$ cat config.mk
export PLATFORM = sky130hd
export DESIGN_NAME = player_health_tracker
export DESIGN_NICKNAME = d
export VERILOG_FILES = /design/src/rtl/game_pkg.sv /design/src/rtl/pulse_edge_detect.sv /design/src/rtl/player_health_tracker.sv
export SDC_FILE = /design/constraint.sdc
export NUM_CORES = 1
export LEC_CHECK = 0
export CAP_MARGIN = 15
export CORE_MARGIN = 1
export CORE_UTILIZATION = 45
export CTS_BUF_LIST = sky130_fd_sc_hd__clkbuf_16
export DETAILED_ROUTE_END_ITERATION = 8
export PLACE_DENSITY = 0.67
export SYNTH_ARGS = -nofsm -noshare
export SYNTH_HDL_FRONTEND = slang
export SYNTH_SLANG_ARGS = --single-unit
export TNS_END_PERCENT = 20
$ cat constraint.sdc
create_clock -name clk -period 5.5 [get_ports clk]
set_input_delay 1.65 -clock clk [delete_from_list [all_inputs] [get_ports clk]]
set_output_delay 1.65 -clock clk [all_outputs]
set_load 0.005 [all_outputs]
$ cat src/rtl/game_pkg.sv
// Shared game-logic types and defaults used by the health tracker and its neighbours.
package game_pkg;

    typedef enum logic [1:0] {
        HS_ALIVE,
        HS_INVULN,
        HS_DEAD
    } health_state_t;

    localparam int DEFAULT_MAX_HEALTH = 3;

endpackage

$ cat src/rtl/pulse_edge_detect.sv
// Rising-edge detector: registers the previous level of each line and flags 0->1 transitions.
module pulse_edge_detect #(
    parameter int WIDTH = 1
) (
    input  logic             clk,
    input  logic             resetN,
    input  logic [WIDTH-1:0] sig,
    output logic [WIDTH-1:0] rise
);

    logic [WIDTH-1:0] sig_d;

    always_ff @(posedge clk or negedge resetN) begin
        if (!resetN) sig_d <= '0;
        else         sig_d <= sig;
    end

    assign rise = sig & ~sig_d;

endmodule

$ cat src/rtl/player_health_tracker.sv
// Player lives tracker: multi-source hit detection, post-hit immunity window, heals,
// and a sticky dead state released only by a new game.
//
//   state     | meaning
//   HS_ALIVE  | vulnerable; hits cost one life, heals add one
//   HS_INVULN | immune to hits for INVULN_CYCLES cycles after a hit
//   HS_DEAD   | out of lives; waits for newGame
module player_health_tracker
    import game_pkg::*;
#(
    parameter int MAX_HEALTH    = DEFAULT_MAX_HEALTH,
    parameter int NUM_SRC       = 3,
    parameter int INVULN_CYCLES = 50,
    parameter int HEALTH_W      = $clog2(MAX_HEALTH + 1)
) (
    input  logic                clk,
    input  logic                resetN,
    input  logic [NUM_SRC-1:0]  hitSrc,
    input  logic                killInstant,
    input  logic                healPulse,
    input  logic                godMode,
    input  logic                newGame,
    output logic [HEALTH_W-1:0] health,
    output logic                lost,
    output logic                invulnerable,
    output logic                hitPulse
);

    localparam int CNT_W = (INVULN_CYCLES > 0) ? $clog2(INVULN_CYCLES + 1) : 1;
    localparam logic [HEALTH_W-1:0] HEALTH_FULL = HEALTH_W'(MAX_HEALTH);
    localparam logic [CNT_W-1:0] CNT_LOAD =
        CNT_W'((INVULN_CYCLES > 0) ? (INVULN_CYCLES - 1) : 0);

    health_state_t       state;
    logic [CNT_W-1:0]    cnt;
    logic [NUM_SRC-1:0]  rise;
    logic                hit_ok;
    logic [HEALTH_W-1:0] hit_health;
    logic [HEALTH_W-1:0] heal_health;

    pulse_edge_detect #(.WIDTH(NUM_SRC)) u_hit_edge (
        .clk    (clk),
        .resetN (resetN),
        .sig    (hitSrc),
        .rise   (rise)
    );

    assign hit_ok = (|rise) & ~godMode & (state == HS_ALIVE);

    // A heal landing with a hit cancels it; health is >=1 whenever ALIVE.
    always_comb begin
        hit_health  = healPulse ? health : (health - 1'b1);
        heal_health = (health >= HEALTH_FULL) ? HEALTH_FULL : (health + 1'b1);
    end

    always_ff @(posedge clk or negedge resetN) begin
        if (!resetN) begin
            state        <= HS_ALIVE;
            health       <= HEALTH_FULL;
            cnt          <= '0;
            lost         <= 1'b0;
            invulnerable <= 1'b0;
            hitPulse     <= 1'b0;
        end else begin
            hitPulse <= 1'b0;
            case (state)
                HS_ALIVE: begin
                    if (killInstant) begin
                        state  <= HS_DEAD;
                        health <= '0;
                        lost   <= 1'b1;
                    end else if (hit_ok) begin
                        health   <= hit_health;
                        hitPulse <= 1'b1;
                        if (hit_health == '0) begin
                            state <= HS_DEAD;
                            lost  <= 1'b1;
                        end else if (INVULN_CYCLES > 0) begin
                            state        <= HS_INVULN;
                            cnt          <= CNT_LOAD;
                            invulnerable <= 1'b1;
                        end
                    end else if (healPulse) begin
                        health <= heal_health;
                    end
                end
                HS_INVULN: begin
                    if (killInstant) begin
                        state        <= HS_DEAD;
                        health       <= '0;
                        lost         <= 1'b1;
                        invulnerable <= 1'b0;
                    end else begin
                        if (healPulse) health <= heal_health;
                        if (cnt == '0) begin
                            state        <= HS_ALIVE;
                            invulnerable <= 1'b0;
                        end else begin
                            cnt <= cnt - 1'b1;
                        end
                    end
                end
                HS_DEAD: begin
                    if (newGame) begin
                        state  <= HS_ALIVE;
                        health <= HEALTH_FULL;
                        cnt    <= '0;
                        lost   <= 1'b0;
                    end
                end
                default: begin
                    state        <= HS_ALIVE;
                    health       <= HEALTH_FULL;
                    cnt          <= '0;
                    lost         <= 1'b0;
                    invulnerable <= 1'b0;
                end
            endcase
        end
    end

endmodule

After elaboration in Yosys (flattened, before gate mapping)
Cells that the tools add are included.
Widths: inputs -> output; s select.
{"block": "word_totals", "inputBits": 9, "register_bits": 16}
{"block": "classes", "n_bitwise": 6, "muxes": 37, "order_cmp": 1, "reduce_logical": 8, "n_eq_ne": 12, "addsub": 3}
{"op": "$mux 6", "n": 6}
{"op": "$mux 2", "n": 13}
{"op": "$pmux 6 s3", "n": 1}
{"op": "$ne 2x2->1 const B", "n": 7}
{"op": "$mux 1", "n": 13}
{"op": "$pmux 2 s3", "n": 2}
{"op": "$logic_not 6->1", "n": 1}
{"op": "$ne 3x3->1 const B", "n": 2}
{"op": "$pmux 1 s3", "n": 2}
{"op": "$reduce_and 6->1", "n": 1}
{"op": "$sub 6x1->6 const B", "n": 1}
{"op": "$reduce_and 5->1", "n": 1}
{"op": "$logic_not 2->1", "n": 2}
{"op": "$reduce_and 4->1", "n": 1}
{"op": "$and 3x3->3", "n": 1}
{"op": "$ne 3x2->1 const B", "n": 1}
{"op": "$not 3->3", "n": 1}
{"op": "$reduce_and 3->1", "n": 1}
{"op": "$reduce_or 3->1", "n": 1}
{"op": "$add 2x1->2 const B", "n": 1}
{"op": "$and 1x1->1", "n": 2}
{"op": "$eq 2x1->1 const B", "n": 1}
{"op": "$eq 2x2->1 const B", "n": 1}
{"op": "$ge 2x2->1 const B", "n": 1}
{"op": "2 further kinds", "n": 3}

Depth between registers and ports, before layout
Gate-level depths: netlist of run 1.
{"block": "depth", "depth_word": 8, "mapped_depth": 7, "mapped_depth_nobuf": 7}

By module
Synthesis of run 1 repeated with hierarchy kept, for this count alone.
{"block": "hier_totals", "hier_cells": 101, "hier_area_um2": 1011.0}
{"module": "player_health_tracker", "cells_per_inst": 95, "n_inst": 1, "area_each_um2": 894.6}
{"module": "pulse_edge_detect", "cells_per_inst": 6, "n_inst": 1, "area_each_um2": 116.4}

Worst setup path after synthesis of run 1
No wires, ideal clock.
{"block": "synth_timing", "kind": "input port to flip-flop", "start": "input healPulse", "end": "register cnt[5]", "n_path_buf": 1, "path_stages": 6, "t_arrival_ps": 2615, "setup_ps": 120, "slack_ps": 2766, "path_cell_list": "buf_6 > and3b_1 > a31oi_4 > a211oi_4 > o21bai_1 > and3_1"}
{"block": "synth_via", "elab_chain_len": 4}
{"item": "start: declaration", "line": "player_health_tracker.sv:20", "source": "input logic healPulse,"}
{"item": "$mux 2", "line": "player_health_tracker.sv:52", "source": "hit_health = healPulse ? health : (health - 1'b1);"}
{"item": "$logic_not 2->1", "line": "player_health_tracker.sv:75", "source": "if (hit_health == '0) begin"}
{"item": "$ne 2x2->1 (no source line)"}
{"item": "$reduce_and 6->1 (no source line)"}
{"item": "end signal: assignment", "line": "player_health_tracker.sv:99", "source": "cnt <= cnt - 1'b1;"}
{"item": "end: declaration", "line": "player_health_tracker.sv:35", "source": "logic [CNT_W-1:0] cnt;"}
No other way between the ends.
A chain may end at the register's enable or synchronous reset.

Worst setup path in the final report of run 1
{"block": "layout_timing", "start": "input healPulse", "end": "register cnt[2]"}
The elaborated chain is that of the path after synthesis.

==> results of run 1 <==
-- layout make-up --
cell class	instances	area [um^2]	share of cell area
Tap cell	27	33.8	0.0271
Inverter	8	30.0	0.0240
Clock inverter	1	3.75	0.00301
Multi-Input combinational cell	77	573	0.459
Timing Repair Buffer	13	130	0.104
Clock buffer	3	75.1	0.0601
Sequential cell	16	403	0.323
-- final timing paths --
kind                                       endpoint  slack, ps  depth (start not counted)
worst max-delay path                         cnt[2]       2360                          6
worst min-delay path                      health[1]        550                          1
worst max register to register               cnt[2]       3470                          7
worst min register to register            health[1]        550                          1
max in group asynchronous                    cnt[1]       3160                          1
min in group asynchronous       u_hit_edge.sig_d[0]       1860                          1
-- registers in the layout, summed over array words and instances, names as in the netlist --
name / flops
hitPulse: 1
invulnerable: 1
u_hit_edge.sig_d: 3
health: 2
state: 2
lost: 1
cnt: 6
-- power groups by stage --
stage / combinational, uW / sequential [uW] / clock, uW
after floorplan: 205 / 187 / 0
after global placement: 250 / 212 / 0
after detailed placement: 255 / 212 / 0
after CTS: 256 / 212 / 146
after global routing: 289 / 221 / 151
final: 256 / 212 / 141
-- critical path: stages --
cell             delay [ps]
clkdlybuf4s50_1         670
and3b_1                 250
a31oi_4                 210
a211oi_4                110
o31ai_1                 260
o21ai_0                 110
-- per-stage QoR --
stage          hold WS, ps   util
2_1_floorplan          512      -
3_3_place_gp           545  0.567
3_5_place_dp           545  0.567
4_1_cts                552  0.606
5_1_grt                576  0.606
6_report               552  0.606
-- cells in the mapped netlist (2+ instances only) --
master | instances | share of area
a211oi_1 | 2 | 0.015
a21oi_1 | 7 | 0.034
a31oi_4 | 2 | 0.041
and3_1 | 2 | 0.012
clkbuf_1 | 3 | 0.011
dfrtp_1 | 14 | 0.34
dfstp_2 | 2 | 0.051
ha_1 | 3 | 0.036
inv_1 | 8 | 0.029
mux2i_1 | 5 | 0.048
nand2_1 | 2 | 0.0073
nand2b_1 | 6 | 0.036
nand3_1 | 3 | 0.015
nor2_1 | 9 | 0.033
nor3_1 | 3 | 0.015
o21a_1 | 2 | 0.015
o21ai_0 | 10 | 0.048
o22ai_1 | 2 | 0.012
o31ai_1 | 4 | 0.029
-- per-layer routing --
metal | GRT usage | part of all wire
met3 | 0.0432 | 0.030
met2 | 0.295 | 0.46
met1 | 0.263 | 0.49
met4 | 0.110 | 0.019
met5 | 0 | 0
-- logic make-up after synthesis --
family	synth area share
mux	0.0484
xor+xnor	0.00848
fa+ha+maj	0.0363
compound gates	0.294
flops	0.390
simple gates	0.167
buf+inv	0.0557
==> metrics.txt, run 1 <==
clock skew 0.730 ps; WL final approximately 2.1 mm; Setup WS post-layout ~2400 ps; Crit. End Element flop; internal power 381 uW; Final Max Tran Viols 0; Cell Count Post-Placement 141; WP data arrival 3260 ps; Placer Congestion 0.831; Die Y 49.9 um; Post-synth EDFFs 0; asr flop ratio synth 1.00; area growth from synthesis to layout 20.8%; critical path startpoint healPulse; Leakage just over 0.0005 uW; PD cells 488 nW/um^2; Clock transition at path regs 50 ps; commonest non-fill, non-tap cells in the layout 14 x dfrtp_1, 13 x clkdlybuf4s50_1, 10 x o21ai_0; CTS tree done; Post-CTS Resized 0; combinational share of power 0.420; row count 16; postcts setup bufs 0; share of cells above drive strength 1 0.119; cts hold-fix bufs 0; number of DRC markers in iteration 0 14; Mapped Avg Cell Area 9.75 um^2; num ports 14; HPWL Detailed 1.53 mm; Clock Sinks 16; Critical Path Source Type input pin; Worst EP required 5620 ps; CTS buffer count 3; final hold violation count 0; Main synth FF type dfrtp_1; worst slack, placed about 2100 ps; Clock Path Buffers 2; worst skew pair latency 250 ps; HP Start health[1]; Slew @ Worst Pin 774 ps; post-synthesis sequential area ratio 0.390; r2r startpoint health[0]; final instance area 1250 um^2; IO buf count 13; worst hold path class flop to flop; Total GRT Usage 0.198; # Max-Cap Violations 0; fill count ~200; DR vias ~830; Synth Warn # 0; Starting Density 0.501; Detail Route Antenna Nets 0; Cell Count, Final, Fillers Out 145; Clk network pwr share 0.232; final setup fails 0; outcome finished, final reports clean; commonest non-fill, non-tap cell in the layout dfrtp_1; largest net degree at the start of global routing 20; unrepaired setup endpoints after global routing no; Core ar. 2060 um^2; drc violations 0; Sequential Power Share 0.349; Worst slew margin 0.482; #FFs+latches synth 16; Die Span X 49.9 um; Psw approximately 230 uW; Mapped Cells about 110; total gr overflow 0; IR drop worst, VDD 0.294 mV; crit-path max FO 8; initial antenna violation count 0; die area 2490 um^2; ANT cells 0; Crit Path Class input pin to flop; DR WL/cell 14.7 um; Synth Cell Area 1030 um^2; CTS HTree Levels 1; Nets ~130; first-pass GRT wire length 3.66 mm; synth unique cells 36; DP Area 1170 um^2; switching part of the total 0.374; final worst path period need 3140 ps; drt via density roughly 5.7; final worst-path cycle share 0.571; Final Power 609 uW; Max Clock Freq 318 MHz; Setup TNS 0 ps; drt pass-1 iters 4; vias in the first global route 822; syn_nets 118; root buffer cell clkbuf_16
Power figures use the tool's default switching activity.
==> run 2, diff against run 1 <==
--- a/config.mk
+++ b/config.mk
@@ -10,7 +10,7 @@
 export CORE_UTILIZATION = 45
 export CTS_BUF_LIST = sky130_fd_sc_hd__clkbuf_16
 export DETAILED_ROUTE_END_ITERATION = 8
-export PLACE_DENSITY = 0.67
+export PLACE_DENSITY = 0.7
 export SYNTH_ARGS = -nofsm -noshare
 export SYNTH_HDL_FRONTEND = slang
 export SYNTH_SLANG_ARGS = --single-unit
==> constraint.sdc (replaced) <==
create_clock -name clk -period 2.7 [get_ports clk]
set_input_delay 0.81 -clock clk [delete_from_list [all_inputs] [get_ports clk]]
set_output_delay 0.81 -clock clk [all_outputs]
set_load 0.005 [all_outputs]
==> metrics.txt, run 2 (same netlist as run 1, synthesis figures left out) <==
final hold violation count 0; crit-path max FO 6; Final Max Tran Viols 0; switching part of the total 0.378; Psw 472 uW; initial antenna violation count 0; Crit path max-delay family flip-flops; Max Clock Freq 470 MHz; slowest library cell on the worst path dfstp_2; Nets ~130; area growth from synthesis to layout 21.5%; WP data arrival around 1300 ps; Placer Congestion 0.787; cts hold-fix bufs 0; Critical path buffers and inverters 1; CTS tree done; total gr overflow 0; final worst path period need roughly 2100 ps; DR WL/cell between 10 and 15 um; root buffer cell clkbuf_16; DR vias 828; drc violations 0; WL final 2.17 mm; combinational share of power 0.421; final instance area 1260 um^2; outcome finished, final reports clean; Crit Path Class flop to output port; worst hold path class flop to flop; Leakage 0.000519 uW; Starting Density 0.501; Setup WS post-layout 570 ps; number of DRC markers in iteration 0 8; Post-CTS Resized 0; final setup fails 0; Clk network pwr share 0.232; final worst-path cycle share 0.789; Worst path depth 1; Worst EP required 1890 ps; commonest non-fill, non-tap cells in the layout 14 x dfrtp_1, 13 x clkdlybuf4s50_1, 10 x o21ai_0; critical path startpoint health[0]; Final Util 0.609; worst skew pair latency 250 ps; RR Endpoint cnt[3]; commonest non-fill, non-tap cell in the layout dfrtp_1; Total GRT Usage 0.198; IO buf count 13; share of cells above drive strength 1 0.126; Largest register FFs 6; r2r worst-path depth 7; Die Span X 49.9 um; worst slack, placed 314 ps; drt via density 5.67; CTS buffer count 3; largest reg by FF count cnt; CTS HTree Levels 1; HPWL Detailed 1.54 mm; register area 403 um^2; row count 16; postcts setup bufs 0; # Max-Cap Violations 0; Clock Path Buffers 2; r2r startpoint health[0]; CP peak stage delay 570 ps; DP Area 1180 um^2; Final Power 1250 uW; multi-input logic area 573 um^2; Clock Sinks 16; Detail Route Antenna Nets 0; unrepaired setup endpoints after global routing no; Critical Path Source Type flop; Crit. End Element output port; Setup TNS 0 ps; fill count 180; largest net degree at the start of global routing 20; Die Y between 40 and 50 um; critical-path cell list clkdlybuf4s50_1; leading registers by flop count cnt (6), u_hit_edge.sig_d (3); PD cells 995 nW/um^2; first-pass GRT wire length 3.68 mm; worst setup path endpoint health[0]; ANT cells 0; num ports 14; Sequential Power Share 0.346; vias in the first global route 811; Worst slew margin 0.507; Slew @ Worst Pin 737 ps; die area 2490 um^2; IR drop worst, VDD 0.629 mV; Clock transition at path regs 50 ps; R2R setup slack around 650 ps; Core ar. around 2100 um^2; internal power 778 uW; clock skew 3.42 ps; drt pass-1 iters 4
[run 2: worst min path at each step]
| stage | depth (start not counted) | from | slack, ps | end |
|---|---|---|---|---|
| CTS | 1 | health[1] | 560 | health[1] |
| finish | 1 | health[1] | 560 | health[1] |
| floorplan | 0 | resetN | 510 | cnt[0] |
| global placement | 2 | invulnerable | 550 | invulnerable |
| global route | 1 | health[1] | 570 | health[1] |
| detailed placement | 2 | cnt[1] | 550 | cnt[1] |
[run 2: per-layer routing]
metal  vias to the layer above  GRT usage  wire (um)
met5                         -          0          0
li1                        414          -          -
met3                         4     0.0556         88
met1                       394      0.247       1020
met4                         0     0.0429         21
met2                        16      0.336       1040
[run 2: metrics by stage]
stage,hold WS [ps],instances
6_report,560,146
3_5_place_dp,553,142
4_1_cts,562,146
5_1_grt,570,146
3_3_place_gp,548,142
2_1_floorplan,512,106
[run 2: area by class of cell]
class                           instances  area share
Clock buffer                            3      0.0598
Clock inverter                          1     0.00299
Inverter                                8      0.0239
Multi-Input combinational cell         77       0.456
Sequential cell                        16       0.321
Tap cell                               27      0.0269
Timing Repair Buffer                   14       0.110
[run 2: power groups by stage]
stage	combinational, uW	sequential, uW	clock [uW]
global route	584	445	307
CTS	532	430	294
finish	527	433	290
global placement	507	431	0
floorplan	417	380	0
detailed placement	527	433	0
==> run 3, diff against run 2 <==
==> constraint.sdc (replaced) <==
create_clock -name clk -period 1.94 [get_ports clk]
set_input_delay 0.582 -clock clk [delete_from_list [all_inputs] [get_ports clk]]
set_output_delay 0.582 -clock clk [all_outputs]
set_load 0.005 [all_outputs]
==> metrics.txt, run 3 (same netlist as run 1, synthesis figures left out) <==
drt via density 5.77; root buffer cell clkbuf_16; IR drop worst, VDD 0.856 mV; Core ar. 2060 um^2; Clock Sinks 16; WP data arrival 2100 ps; Clock transition at path regs roughly 50 ps; final worst-path cycle share 1.01; CTS HTree Levels 1; row count 16; Critical Path Source Type flop; failing checks setup timing; PD cells 1380 nW/um^2; # Max-Cap Violations 0; Starting Density 0.501; final worst path period need 1950 ps; clock skew 2.23 ps; area growth from synthesis to layout 33.3%; outcome finished with violations; Worst slew margin 0.727; first-pass GRT wire length 4.22 mm; Die Y 49.9 um; Setup TNS -18.4 ps; Nets around 150; worst skew pair latency about 250 ps; die area 2490 um^2; DR vias about 930; largest net degree at the start of global routing 17; Crit. End Element flop; DR WL/cell roughly 15 um; WL final between 2 and 2.5 mm; largest reg by FF count cnt; Total GRT Usage 0.230; leading registers by flop count cnt (6), u_hit_edge.sig_d (3); commonest non-fill, non-tap cells in the layout 16 x buf_4, 14 x dfrtp_1, 12 x clkdlybuf4s50_1; final setup fails 2; Placer Congestion just under 0.8; vias in the first global route 949; share of cells above drive strength 1 0.239; Leakage 0.000587 uW; IO buf count 13; number of DRC markers in iteration 0 15; HPWL Detailed between 1.5 and 2 mm; CTS tree done; drc violations 0; Die Span X between 40 and 50 um; crit-path max FO 4; Worst EP required 2090 ps; final instance area 1380 um^2; Slew @ Worst Pin 409 ps; drt pass-1 iters 4; worst hold path class flop to flop; commonest non-fill, non-tap cell in the layout buf_4; final hold violation count 0; ANT cells 0; Setup WS post-layout -12.8 ps; Max Clock Freq 512 MHz; Crit Path Class flop to flop; initial antenna violation count 0; Largest register FFs 6; num ports 14; Final Max Tran Viols 0; unrepaired setup endpoints after global routing yes; CTS buffer count 3; DP Area around 1300 um^2; total gr overflow 0; Detail Route Antenna Nets 0; final hold slack 562 ps; Clock Path Buffers 2
[run 3: cell count changes in the layout (fill, tap and decap cells not counted), sizes merged]
cell	delta
clkinv	+1
dlygate4sd2	+1
buf	+15
clkdlybuf4s50	-1
inv	-1
[run 3: cell type report]
cell class                      instances  area, um^2
Tap cell                               27        33.8
Clock inverter                          1        3.75
Inverter                                8        30.0
Timing Repair Buffer                   29         249
Sequential cell                        16         403
Fill cell                             161         684
Multi-Input combinational cell         77         583
Clock buffer                            3        75.1
[run 3: stage by stage]
stage	instances	worst slack, ps	total power (uW)	util
after floorplan	106	61.3	1110	-
after global routing	161	-81.1	2020	0.668
final	161	-12.8	1900	0.668
after global placement	155	-119	1400	0.618
after CTS	159	-18.6	1870	0.658
after detailed placement	155	-229	1450	0.618
[run 3: routing by layer]
metal	routed length (um)	vias up	track usage	part of all wire
li1	-	442	-	-
met1	991	464	0.244	0.40
met2	1380	17	0.435	0.56
met3	75	6	0.0401	0.030
met4	38	0	0.100	0.015
met5	0	-	0	0
[run 3: timing repair]
| action | 4_1_cts | 5_1_grt |
|---|---|---|
| hold buffers | 0 | 0 |
| pin swaps | 2 | 1 |
| gates resized for setup | 4 | 1 |
| buffers inserted | 0 | 2 |
| endpoints found under the setup margin | 5 | 7 |
[run 3: critical path, stage by stage (launching register included)]
cell,delay [ps]
dfstp_2,540
inv_1,60
ha_1,320
and3b_1,200
a31oi_4,230
and3_4,240
a21oi_1,50
o32ai_2,220
[run 3: path summary, 6_finish.rpt]
kind                                start           end  slack [ps]  cells past startpoint
worst max-delay path            health[0]  invulnerable         -10                      7
worst max register to register  health[0]  invulnerable         -10                      7
min in group asynchronous          resetN        cnt[1]         660                      2
worst min-delay path            health[1]     health[1]         560                      1
worst min register to register  health[1]     health[1]         560                      1
max in group asynchronous          resetN     health[1]        1030                      2
[run 3: where the power goes]
part           internal, uW  total (uW)  switching [uW]
combinational           463         924             461
clock                   274         407             133
sequential              444         571             126
